$ cat src/rtl/iic_dri_arb_pkg.sv
// Shared types and helpers for the iic_dri round-robin arbiter and its selector.
package iic_arb_pkg;

  localparam int DEF_N_REQ     = 4;
  localparam int DEF_LEN_WIDTH = 8;

  typedef enum logic [2:0] {
    IDLE      = 3'd0,
    START     = 3'd1,
    WAIT_BUSY = 3'd2,
    RUN       = 3'd3,
    DONE      = 3'd4
  } arb_state_e;

  // Ceiling log2, never below 1 so a 1-entry range still gets a real bit.
  function automatic int clog2(input int value);
    int r;
    r = 0;
    while ((1 << r) < value) r++;
    return (r < 1) ? 1 : r;
  endfunction

endpackage

$ cat src/rtl/iic_dri_arb_if.sv
// Command/status bus between the arbiter (master) and the shared iic_dri instance (slave).
interface iic_dri_arb_if
  import iic_arb_pkg::*;
#(
  parameter int LEN_WIDTH = DEF_LEN_WIDTH
) ();

  logic                 iic_pluse;
  logic                 iic_w_r;
  logic [LEN_WIDTH:0]   iic_byte_len;
  logic [7:0]           iic_addr;
  logic [7:0]           iic_data_in;
  logic                 iic_busy;
  logic                 iic_byte_over;
  logic [7:0]           iic_data_out;

  modport master (
    output iic_pluse, iic_w_r, iic_byte_len, iic_addr, iic_data_in,
    input  iic_busy, iic_byte_over, iic_data_out
  );

  modport slave (
    input  iic_pluse, iic_w_r, iic_byte_len, iic_addr, iic_data_in,
    output iic_busy, iic_byte_over, iic_data_out
  );

endinterface

$ cat src/rtl/iic_dri_arb_rr_pick.sv
// Combinational round-robin selector: first requester at or after ptr_i, wrapping.
module rr_pick
  import iic_arb_pkg::*;
#(
  parameter int N_REQ = DEF_N_REQ,
  parameter int PTR_W = clog2(N_REQ)
) (
  input  logic [N_REQ-1:0] req_i,
  input  logic [PTR_W-1:0] ptr_i,
  output logic [N_REQ-1:0] gnt_o,
  output logic [PTR_W-1:0] idx_o,
  output logic             any_o
);

  logic [PTR_W:0] idx_sum;

  always_comb begin
    gnt_o   = '0;
    idx_o   = '0;
    any_o   = 1'b0;
    idx_sum = '0;
    for (int i = 0; i < N_REQ; i++) begin
      idx_sum = {1'b0, ptr_i} + (PTR_W+1)'(i);
      if (idx_sum >= (PTR_W+1)'(N_REQ)) idx_sum = idx_sum - (PTR_W+1)'(N_REQ);
      if (!any_o && req_i[idx_sum[PTR_W-1:0]]) begin
        any_o                        = 1'b1;
        idx_o                        = idx_sum[PTR_W-1:0];
        gnt_o[idx_sum[PTR_W-1:0]]    = 1'b1;
      end
    end
  end

endmodule

$ cat src/rtl/iic_dri_arb.sv
// Round-robin arbiter/sequencer sharing one iic_dri master among N_REQ clients.
// Define IIC_ARB_WDOG_EN to build a watchdog that aborts RUN after WDOG_CYCLES of busy.
module iic_dri_arb
  import iic_arb_pkg::*;
#(
  parameter int N_REQ         = DEF_N_REQ,
  parameter int LEN_WIDTH     = DEF_LEN_WIDTH,
  parameter int START_TIMEOUT = 16
`ifdef IIC_ARB_WDOG_EN
  , parameter logic [23:0] WDOG_CYCLES = 24'd5_000_000
`endif
) (
  input  logic                           clk,
  input  logic                           rst,
  input  logic [N_REQ-1:0]               req_i,
  input  logic [N_REQ-1:0]               w_r_i,
  input  logic [N_REQ*(LEN_WIDTH+1)-1:0] byte_len_i,
  input  logic [N_REQ*8-1:0]             addr_i,
  input  logic [N_REQ*8-1:0]             data_i,
  output logic [N_REQ-1:0]               gnt_o,
  output logic [N_REQ-1:0]               done_o,
  output logic [N_REQ-1:0]               err_o,
  output logic [N_REQ-1:0]               byte_over_o,
  output logic [7:0]                     data_o,
  iic_dri_arb_if.master                  iic
);

  localparam int PW = clog2(N_REQ);
  localparam int TW = clog2(START_TIMEOUT + 1);

  arb_state_e         state_q;
  logic [N_REQ-1:0]   gnt_q, done_q, err_q;
  logic [PW-1:0]      win_q, ptr_q, ptr_d;
  logic               pluse_q, w_r_q;
  logic [LEN_WIDTH:0] len_q;
  logic [7:0]         addr_q;
  logic [TW-1:0]      tmr_q;
`ifdef IIC_ARB_WDOG_EN
  logic [23:0]        wdog_q;
`endif

  logic [N_REQ-1:0]   pick_gnt;
  logic [PW-1:0]      pick_idx;
  logic               pick_any;

  logic [LEN_WIDTH:0] len_arr  [N_REQ];
  logic [7:0]         addr_arr [N_REQ];
  logic [7:0]         data_arr [N_REQ];

  for (genvar g = 0; g < N_REQ; g++) begin : g_unpack
    assign len_arr[g]  = byte_len_i[g*(LEN_WIDTH+1) +: LEN_WIDTH+1];
    assign addr_arr[g] = addr_i[g*8 +: 8];
    assign data_arr[g] = data_i[g*8 +: 8];
  end

  rr_pick #(.N_REQ(N_REQ), .PTR_W(PW)) u_pick (
    .req_i (req_i),
    .ptr_i (ptr_q),
    .gnt_o (pick_gnt),
    .idx_o (pick_idx),
    .any_o (pick_any)
  );

  // The client just served drops to lowest priority for the next round.
  assign ptr_d = (win_q == PW'(N_REQ-1)) ? '0 : win_q + 1'b1;

  always_ff @(posedge clk or posedge rst) begin
    if (rst) begin
      state_q <= IDLE;
      gnt_q   <= '0;
      done_q  <= '0;
      err_q   <= '0;
      win_q   <= '0;
      ptr_q   <= '0;
      pluse_q <= 1'b0;
      w_r_q   <= 1'b0;
      len_q   <= '0;
      addr_q  <= '0;
      tmr_q   <= '0;
`ifdef IIC_ARB_WDOG_EN
      wdog_q  <= '0;
`endif
    end else begin
      done_q  <= '0;
      err_q   <= '0;
      pluse_q <= 1'b0;
      case (state_q)
        IDLE: begin
          if (pick_any && !iic.iic_busy) begin
            state_q <= START;
            gnt_q   <= pick_gnt;
            win_q   <= pick_idx;
            pluse_q <= 1'b1;
            w_r_q   <= w_r_i[pick_idx];
            len_q   <= len_arr[pick_idx];
            addr_q  <= addr_arr[pick_idx];
          end
        end
        START: begin
          state_q <= WAIT_BUSY;
          tmr_q   <= '0;
        end
        WAIT_BUSY: begin
          if (iic.iic_busy) begin
            state_q <= RUN;
`ifdef IIC_ARB_WDOG_EN
            wdog_q  <= '0;
`endif
          end else if (tmr_q == TW'(START_TIMEOUT - 1)) begin
            state_q <= DONE;
            done_q  <= gnt_q;
            err_q   <= gnt_q;
          end else begin
            tmr_q <= tmr_q + 1'b1;
          end
        end
        RUN: begin
          if (!iic.iic_busy) begin
            state_q <= DONE;
            done_q  <= gnt_q;
          end
`ifdef IIC_ARB_WDOG_EN
          else if (wdog_q == WDOG_CYCLES - 24'd1) begin
            state_q <= DONE;
            done_q  <= gnt_q;
            err_q   <= gnt_q;
          end else begin
            wdog_q <= wdog_q + 24'd1;
          end
`endif
        end
        DONE: begin
          state_q <= IDLE;
          gnt_q   <= '0;
          ptr_q   <= ptr_d;
        end
        default: state_q <= IDLE;
      endcase
    end
  end

  assign gnt_o       = gnt_q;
  assign done_o      = done_q;
  assign err_o       = err_q;
  assign byte_over_o = (state_q == RUN && iic.iic_byte_over) ? gnt_q : '0;
  assign data_o      = (state_q == RUN) ? iic.iic_data_out : 8'h00;

  assign iic.iic_pluse    = pluse_q;
  assign iic.iic_w_r      = w_r_q;
  assign iic.iic_byte_len = len_q;
  assign iic.iic_addr     = addr_q;
  assign iic.iic_data_in  = (state_q == IDLE) ? 8'h00 : data_arr[win_q];

endmodule

$ cat src/flat_wrapper.sv
// flat-port wrapper written by rule: the top's interface ports become plain ports
module iic_dri_arb_flat import iic_arb_pkg::*;
#(
  parameter int N_REQ         = DEF_N_REQ,
  parameter int LEN_WIDTH     = DEF_LEN_WIDTH,
  parameter int START_TIMEOUT = 16

)
  (clk, rst, req_i, w_r_i, byte_len_i, addr_i, data_i, gnt_o, done_o, err_o, byte_over_o, data_o, iic_iic_pluse, iic_iic_w_r, iic_iic_byte_len, iic_iic_addr, iic_iic_data_in, iic_iic_busy, iic_iic_byte_over, iic_iic_data_out);
  iic_dri_arb_if #(.LEN_WIDTH(LEN_WIDTH)) iic_i ();
  input  logic clk;
  input  logic rst;
  input  logic [N_REQ-1:0] req_i;
  input  logic [N_REQ-1:0] w_r_i;
  input  logic [N_REQ*(LEN_WIDTH+1)-1:0] byte_len_i;
  input  logic [N_REQ*8-1:0] addr_i;
  input  logic [N_REQ*8-1:0] data_i;
  output logic [N_REQ-1:0] gnt_o;
  output logic [N_REQ-1:0] done_o;
  output logic [N_REQ-1:0] err_o;
  output logic [N_REQ-1:0] byte_over_o;
  output logic [7:0] data_o;
  output wire logic [$bits(iic_i.iic_pluse)-1:0] iic_iic_pluse;
  output wire logic [$bits(iic_i.iic_w_r)-1:0] iic_iic_w_r;
  output wire logic [$bits(iic_i.iic_byte_len)-1:0] iic_iic_byte_len;
  output wire logic [$bits(iic_i.iic_addr)-1:0] iic_iic_addr;
  output wire logic [$bits(iic_i.iic_data_in)-1:0] iic_iic_data_in;
  input wire logic [$bits(iic_i.iic_busy)-1:0] iic_iic_busy;
  input wire logic [$bits(iic_i.iic_byte_over)-1:0] iic_iic_byte_over;
  input wire logic [$bits(iic_i.iic_data_out)-1:0] iic_iic_data_out;
  assign iic_iic_pluse = iic_i.iic_pluse;
  assign iic_iic_w_r = iic_i.iic_w_r;
  assign iic_iic_byte_len = iic_i.iic_byte_len;
  assign iic_iic_addr = iic_i.iic_addr;
  assign iic_iic_data_in = iic_i.iic_data_in;
  assign iic_i.iic_busy = iic_iic_busy;
  assign iic_i.iic_byte_over = iic_iic_byte_over;
  assign iic_i.iic_data_out = iic_iic_data_out;
  iic_dri_arb #(.N_REQ(N_REQ), .LEN_WIDTH(LEN_WIDTH), .START_TIMEOUT(START_TIMEOUT)) u_core (.clk(clk), .rst(rst), .req_i(req_i), .w_r_i(w_r_i), .byte_len_i(byte_len_i), .addr_i(addr_i), .data_i(data_i), .gnt_o(gnt_o), .done_o(done_o), .err_o(err_o), .byte_over_o(byte_over_o), .data_o(data_o), .iic(iic_i));
endmodule
$ cat config.mk
export PLATFORM = sky130hd
export DESIGN_NAME = iic_dri_arb_flat
export DESIGN_NICKNAME = d
export VERILOG_FILES = /design/src/rtl/iic_dri_arb_pkg.sv /design/src/rtl/iic_dri_arb_if.sv /design/src/rtl/iic_dri_arb_rr_pick.sv /design/src/rtl/iic_dri_arb.sv /design/src/flat_wrapper.sv
export SDC_FILE = /design/constraint.sdc
export NUM_CORES = 1
export LEC_CHECK = 0
export BUFFER_PORTS_ARGS = -buffer_cell sky130_fd_sc_hd__buf_2
export CAP_MARGIN = 20
export CELL_PAD_IN_SITES_DETAIL_PLACEMENT = 0
export CELL_PAD_IN_SITES_GLOBAL_PLACEMENT = 2
export CORE_AREA = 3 3 119 121
export CTS_CLUSTER_DIAMETER = 60
export DETAILED_ROUTE_END_ITERATION = 16
export DIE_AREA = 0 0 122 124
export PLACE_DENSITY_LB_ADDON = 0.1
export SLEW_MARGIN = 10
export SYNTH_ARGS = -nofsm -noshare
export SYNTH_HDL_FRONTEND = slang
export SYNTH_SLANG_ARGS = --single-unit
export TNS_END_PERCENT = 20
$ cat constraint.sdc
create_clock -name clk -period 4.1 [get_ports clk]
set_input_delay 0.205 -clock clk [delete_from_list [all_inputs] [get_ports clk]]
set_output_delay 0.205 -clock clk [all_outputs]
set_load 0.005 [all_outputs]
==> metrics.csv <==
metric;value;unit
number of enable flip-flop cells after synthesis;0;
R2R Path Start;u_core.ptr_q[1]$_DFFE_PP0P_;
Skew-Pair Late Insertion Delay;290;ps
worst path required time;4270;ps
DRT iter0 DRCs;254;
status;finished, final reports clean;
wire per inst;16.95;um
Clock Tree Root;clkbuf_16;
DR DRC count;0;
Crit path largest cell delay;570;ps
WHS Path Cells;3;
Post-Syn Area per Cell;8.960;um2
Die Width;122;um
maxcap violations;0;
Hold Vio Cnt, Final;0;
FILL cells;1424;
Internal Power;1.595;mW
Final Max Tran Viols;0;
mux contribution to synthesized area;0.1466;
# Post-CTS Setup Buffers;0;
CP arrival;3730;ps
R2R Setup Slk;540;ps
vias in the first global route;3401;
vias per std cell;4.957;
RR Endpoint;u_core.iic.iic_addr[2]$_DFFE_PP0P_;
cell count after synthesis;379;
Setup TNS;0;ps
final wirelength;12080;um
Combinational Power Share;0.596;
Synth Area in Simple Gates;0.1982;
Chip Height;124;um
compound-gate portion of the synthesized area;0.2458;
HPWL after detailed placement;8996;um
initial cell density of the core;0.2574;
Clk pwr share;0.139;
largest net degree at the start of global routing;44;
Synth top cells by count;dfrtp_1, nand2_1, nor2_1;
Layout area overhead;34.75;%
Hold/Removal Path Class;in -> reg;
Reg power frac;0.265;
WHS Endpoint;u_core.iic.iic_addr[7]$_DFFE_PP0P_;
Antenna diodes;0;
CTS buffer count;5;
via count;3534;
# setup viols final;0;
RSZ-0062 raised after global routing;false;
gpl congestion;0.7536;
post-cts sizing count;0;
Yosys top cell area share;0.3169;
fin util;0.3469;
initial antenna violation count;0;
R2R depth;8;
Sink Count;43;
adder-cell area share of the yosys netlist;0.04053;
P_sw;1.311;mW
critical path cell sequence;inv_1 > ha_1 > mux4_2 > nand2b_1 > a21oi_1 > nor2_2 > mux2_4 > a221o_1;
slowest cell on the critical path;dfrtp_1;
Leak;2.161;nW
Synth Flop Type;dfrtp_1;
Sw Ratio;0.4511;
CTS Buffer Depth;2;
TritonRoute pass-1 iters;4;
CP delay by family, top;simple AND/OR/NAND/NOR gates;
Placed Area;0.004400;mm2
IR Drop Worst-Case VDD;0.2663;mV
most common cell in the netlist;dfrtp_1;
CTS clk-pin slew, worst paths;70;ps
fin nets;667;
row count;42;
Critical Path Source Type;register;
Port-buffer cells;170;
I/O pin count;171;
power per cell area;635.0;mW/mm2
CTS tree;done;
H-Tree Depth;2;
first-pass GRT wire length;18270;um
Final Cell Area;0.004576;mm2
Buf/Inv on CP;1;
Syn Nets;510;
worst-margin pin slew;1117;ps
post-synthesis xor/xnor area fraction;0.005158;
min-delay src;addr_i[31];
Yosys warnings;0;
ranking of synthesized cells by area;dfrtp_1, mux4_2, mux2_2;
layout cells sized above 1;0.4264;
Total GRT Usage;0.1540;
skew final;8.027;ps
#FFs+latches synth;43;
post-route ant nets;0;
Yosys cell types;45;
synthesized area;0.003396;mm2
Final Critical Period;3560;ps
FMAX;0.2809;GHz
Tcrit/Tclk final;0.8683;
Die Area;0.01513;mm2
async set or reset register ratio after synthesis;1.000;
Critical Path End Type;register;
Core Area;0.01319;mm2
leading area contributor after synthesis;dfrtp_1;
largest family of logic cells by synthesized area;compound AO/OA/AOI/OAI gates;
WS Path Type;reg -> reg;
overflow left after global routing;0;
register area share after synthesis;0.3169;
Max FO, Critical Path;12;
relative slew slack;0.2532;
[layout by cell type (no fill, tap or decap), types with 4 or more instances in the layout]
cell       synthesis  final
buf_2              4    170
dfrtp_1           43     43
nand2_1           36     36
nor2_1            35     34
o21ai_0           21     21
a21oi_1           21     21
a211oi_1          18     18
mux2_2            18     18
a221oi_1          18     18
and2_1            17     17
a21o_1            17     17
mux4_2            12     12
ha_1              11     11
nand3_1           10     10
a311oi_1          10     10
nor2b_1            9      9
buf_4              3      8
inv_1              8      7
a22oi_1            5      5
and3_1             5      5
clkbuf_16          0      5
nor3_1             4      4
nand2b_1           4      4
[routing by layer]
| layer | track usage | vias up | part of all wire |
|---|---|---|---|
| met2 | 0.2721 | 96 | 0.51 |
| li1 | - | 1723 | - |
| met1 | 0.1988 | 1709 | 0.43 |
| met3 | 0.02316 | 6 | 0.049 |
| met4 | 0.03571 | 0 | 0.0094 |
| met5 | 0 | - | 0 |
[state kept, by name, indices dropped and copies added (netlist names), 2 cells and up]
name,count
u_core.gnt_o,4
u_core.tmr_q,5
u_core.iic.iic_byte_len,9
u_core.win_q,2
u_core.ptr_q,2
u_core.done_o,4
u_core.err_o,4
u_core.iic.iic_addr,8
u_core.state_q,3
[timing repair]
action	in CTS	in global routing
endpoints found under the setup margin	0	0
endpoints found under the hold margin	0	11
hold buffers	0	1
[worst max path at each step]
stage,from,end,cells after the start
after floorplan,u_core.ptr_q[0]$_DFFE_PP0P_,u_core.iic.iic_byte_len[1]$_DFFE_PP0P_,12
after global placement,u_core.ptr_q[1]$_DFFE_PP0P_,u_core.iic.iic_addr[2]$_DFFE_PP0P_,8
after detailed placement,u_core.ptr_q[1]$_DFFE_PP0P_,u_core.iic.iic_addr[2]$_DFFE_PP0P_,8
after CTS,u_core.ptr_q[1]$_DFFE_PP0P_,u_core.iic.iic_addr[2]$_DFFE_PP0P_,8
after global routing,u_core.ptr_q[1]$_DFFE_PP0P_,u_core.iic.iic_addr[2]$_DFFE_PP0P_,8
final,u_core.ptr_q[1]$_DFFE_PP0P_,u_core.iic.iic_addr[2]$_DFFE_PP0P_,8
[area by class of cell]
class / count / area, um2 / area share
Timing Repair Buffer: 180 / 940.9 / 0.2056
Clock buffer: 5 / 125.1 / 0.02734
Tap cell: 176 / 220.2 / 0.04813
Inverter: 8 / 30.03 / 0.006563
Clock inverter: 3 / 20.02 / 0.004375
Multi-Input combinational cell: 298 / 2163 / 0.4728
Sequential cell: 43 / 1076 / 0.2352
[power groups by stage]
| stage | clock (mW) | sequential (mW) | combinational (mW) |
|---|---|---|---|
| floorplan | 0 | 0.704 | 1.22 |
| global placement | 0 | 0.783 | 1.73 |
| detailed placement | 0 | 0.785 | 1.75 |
| CTS | 0.417 | 0.780 | 1.76 |
| global route | 0.435 | 0.805 | 1.93 |
| finish | 0.404 | 0.769 | 1.73 |
[worst register-to-register path: cells and delay by family (launching register included)]
kind	cells	cell delay (ps)
AO/OA/AOI/OAI	2	520
adder cells (fa/ha/maj)	1	410
buffers and inverters	1	180
flip-flops	1	570
multiplexers	2	810
AND/OR/NAND/NOR	2	970
[per-stage QoR]
| step | std cells | power, mW | hold slack (ps) | worst slack (ps) |
|---|---|---|---|---|
| 4_1_cts | 711 | 2.954 | 158.7 | 531.9 |
| 6_report | 713 | 2.906 | 160.9 | 540.0 |
| 5_1_grt | 713 | 3.174 | 175.5 | 278.1 |
| 3_3_place_gp | 703 | 2.516 | 458.4 | 727.2 |
| 3_5_place_dp | 703 | 2.538 | 463.2 | 570.9 |
| 2_1_floorplan | 379 | 1.928 | 339.5 | 540.0 |
[cells by family (layout without fill, tap and decap cells)]
| family | count (synthesis) | in the layout |
|---|---|---|
| AO/OA/AOI/OAI | 118 | 118 |
| adder cells (fa/ha/maj) | 11 | 11 |
| multiplexers | 32 | 32 |
| buffers and inverters | 38 | 196 |
| XOR/XNOR | 2 | 2 |
| flip-flops | 43 | 43 |
| AND/OR/NAND/NOR | 135 | 135 |
Power figures use the tool's default switching activity.
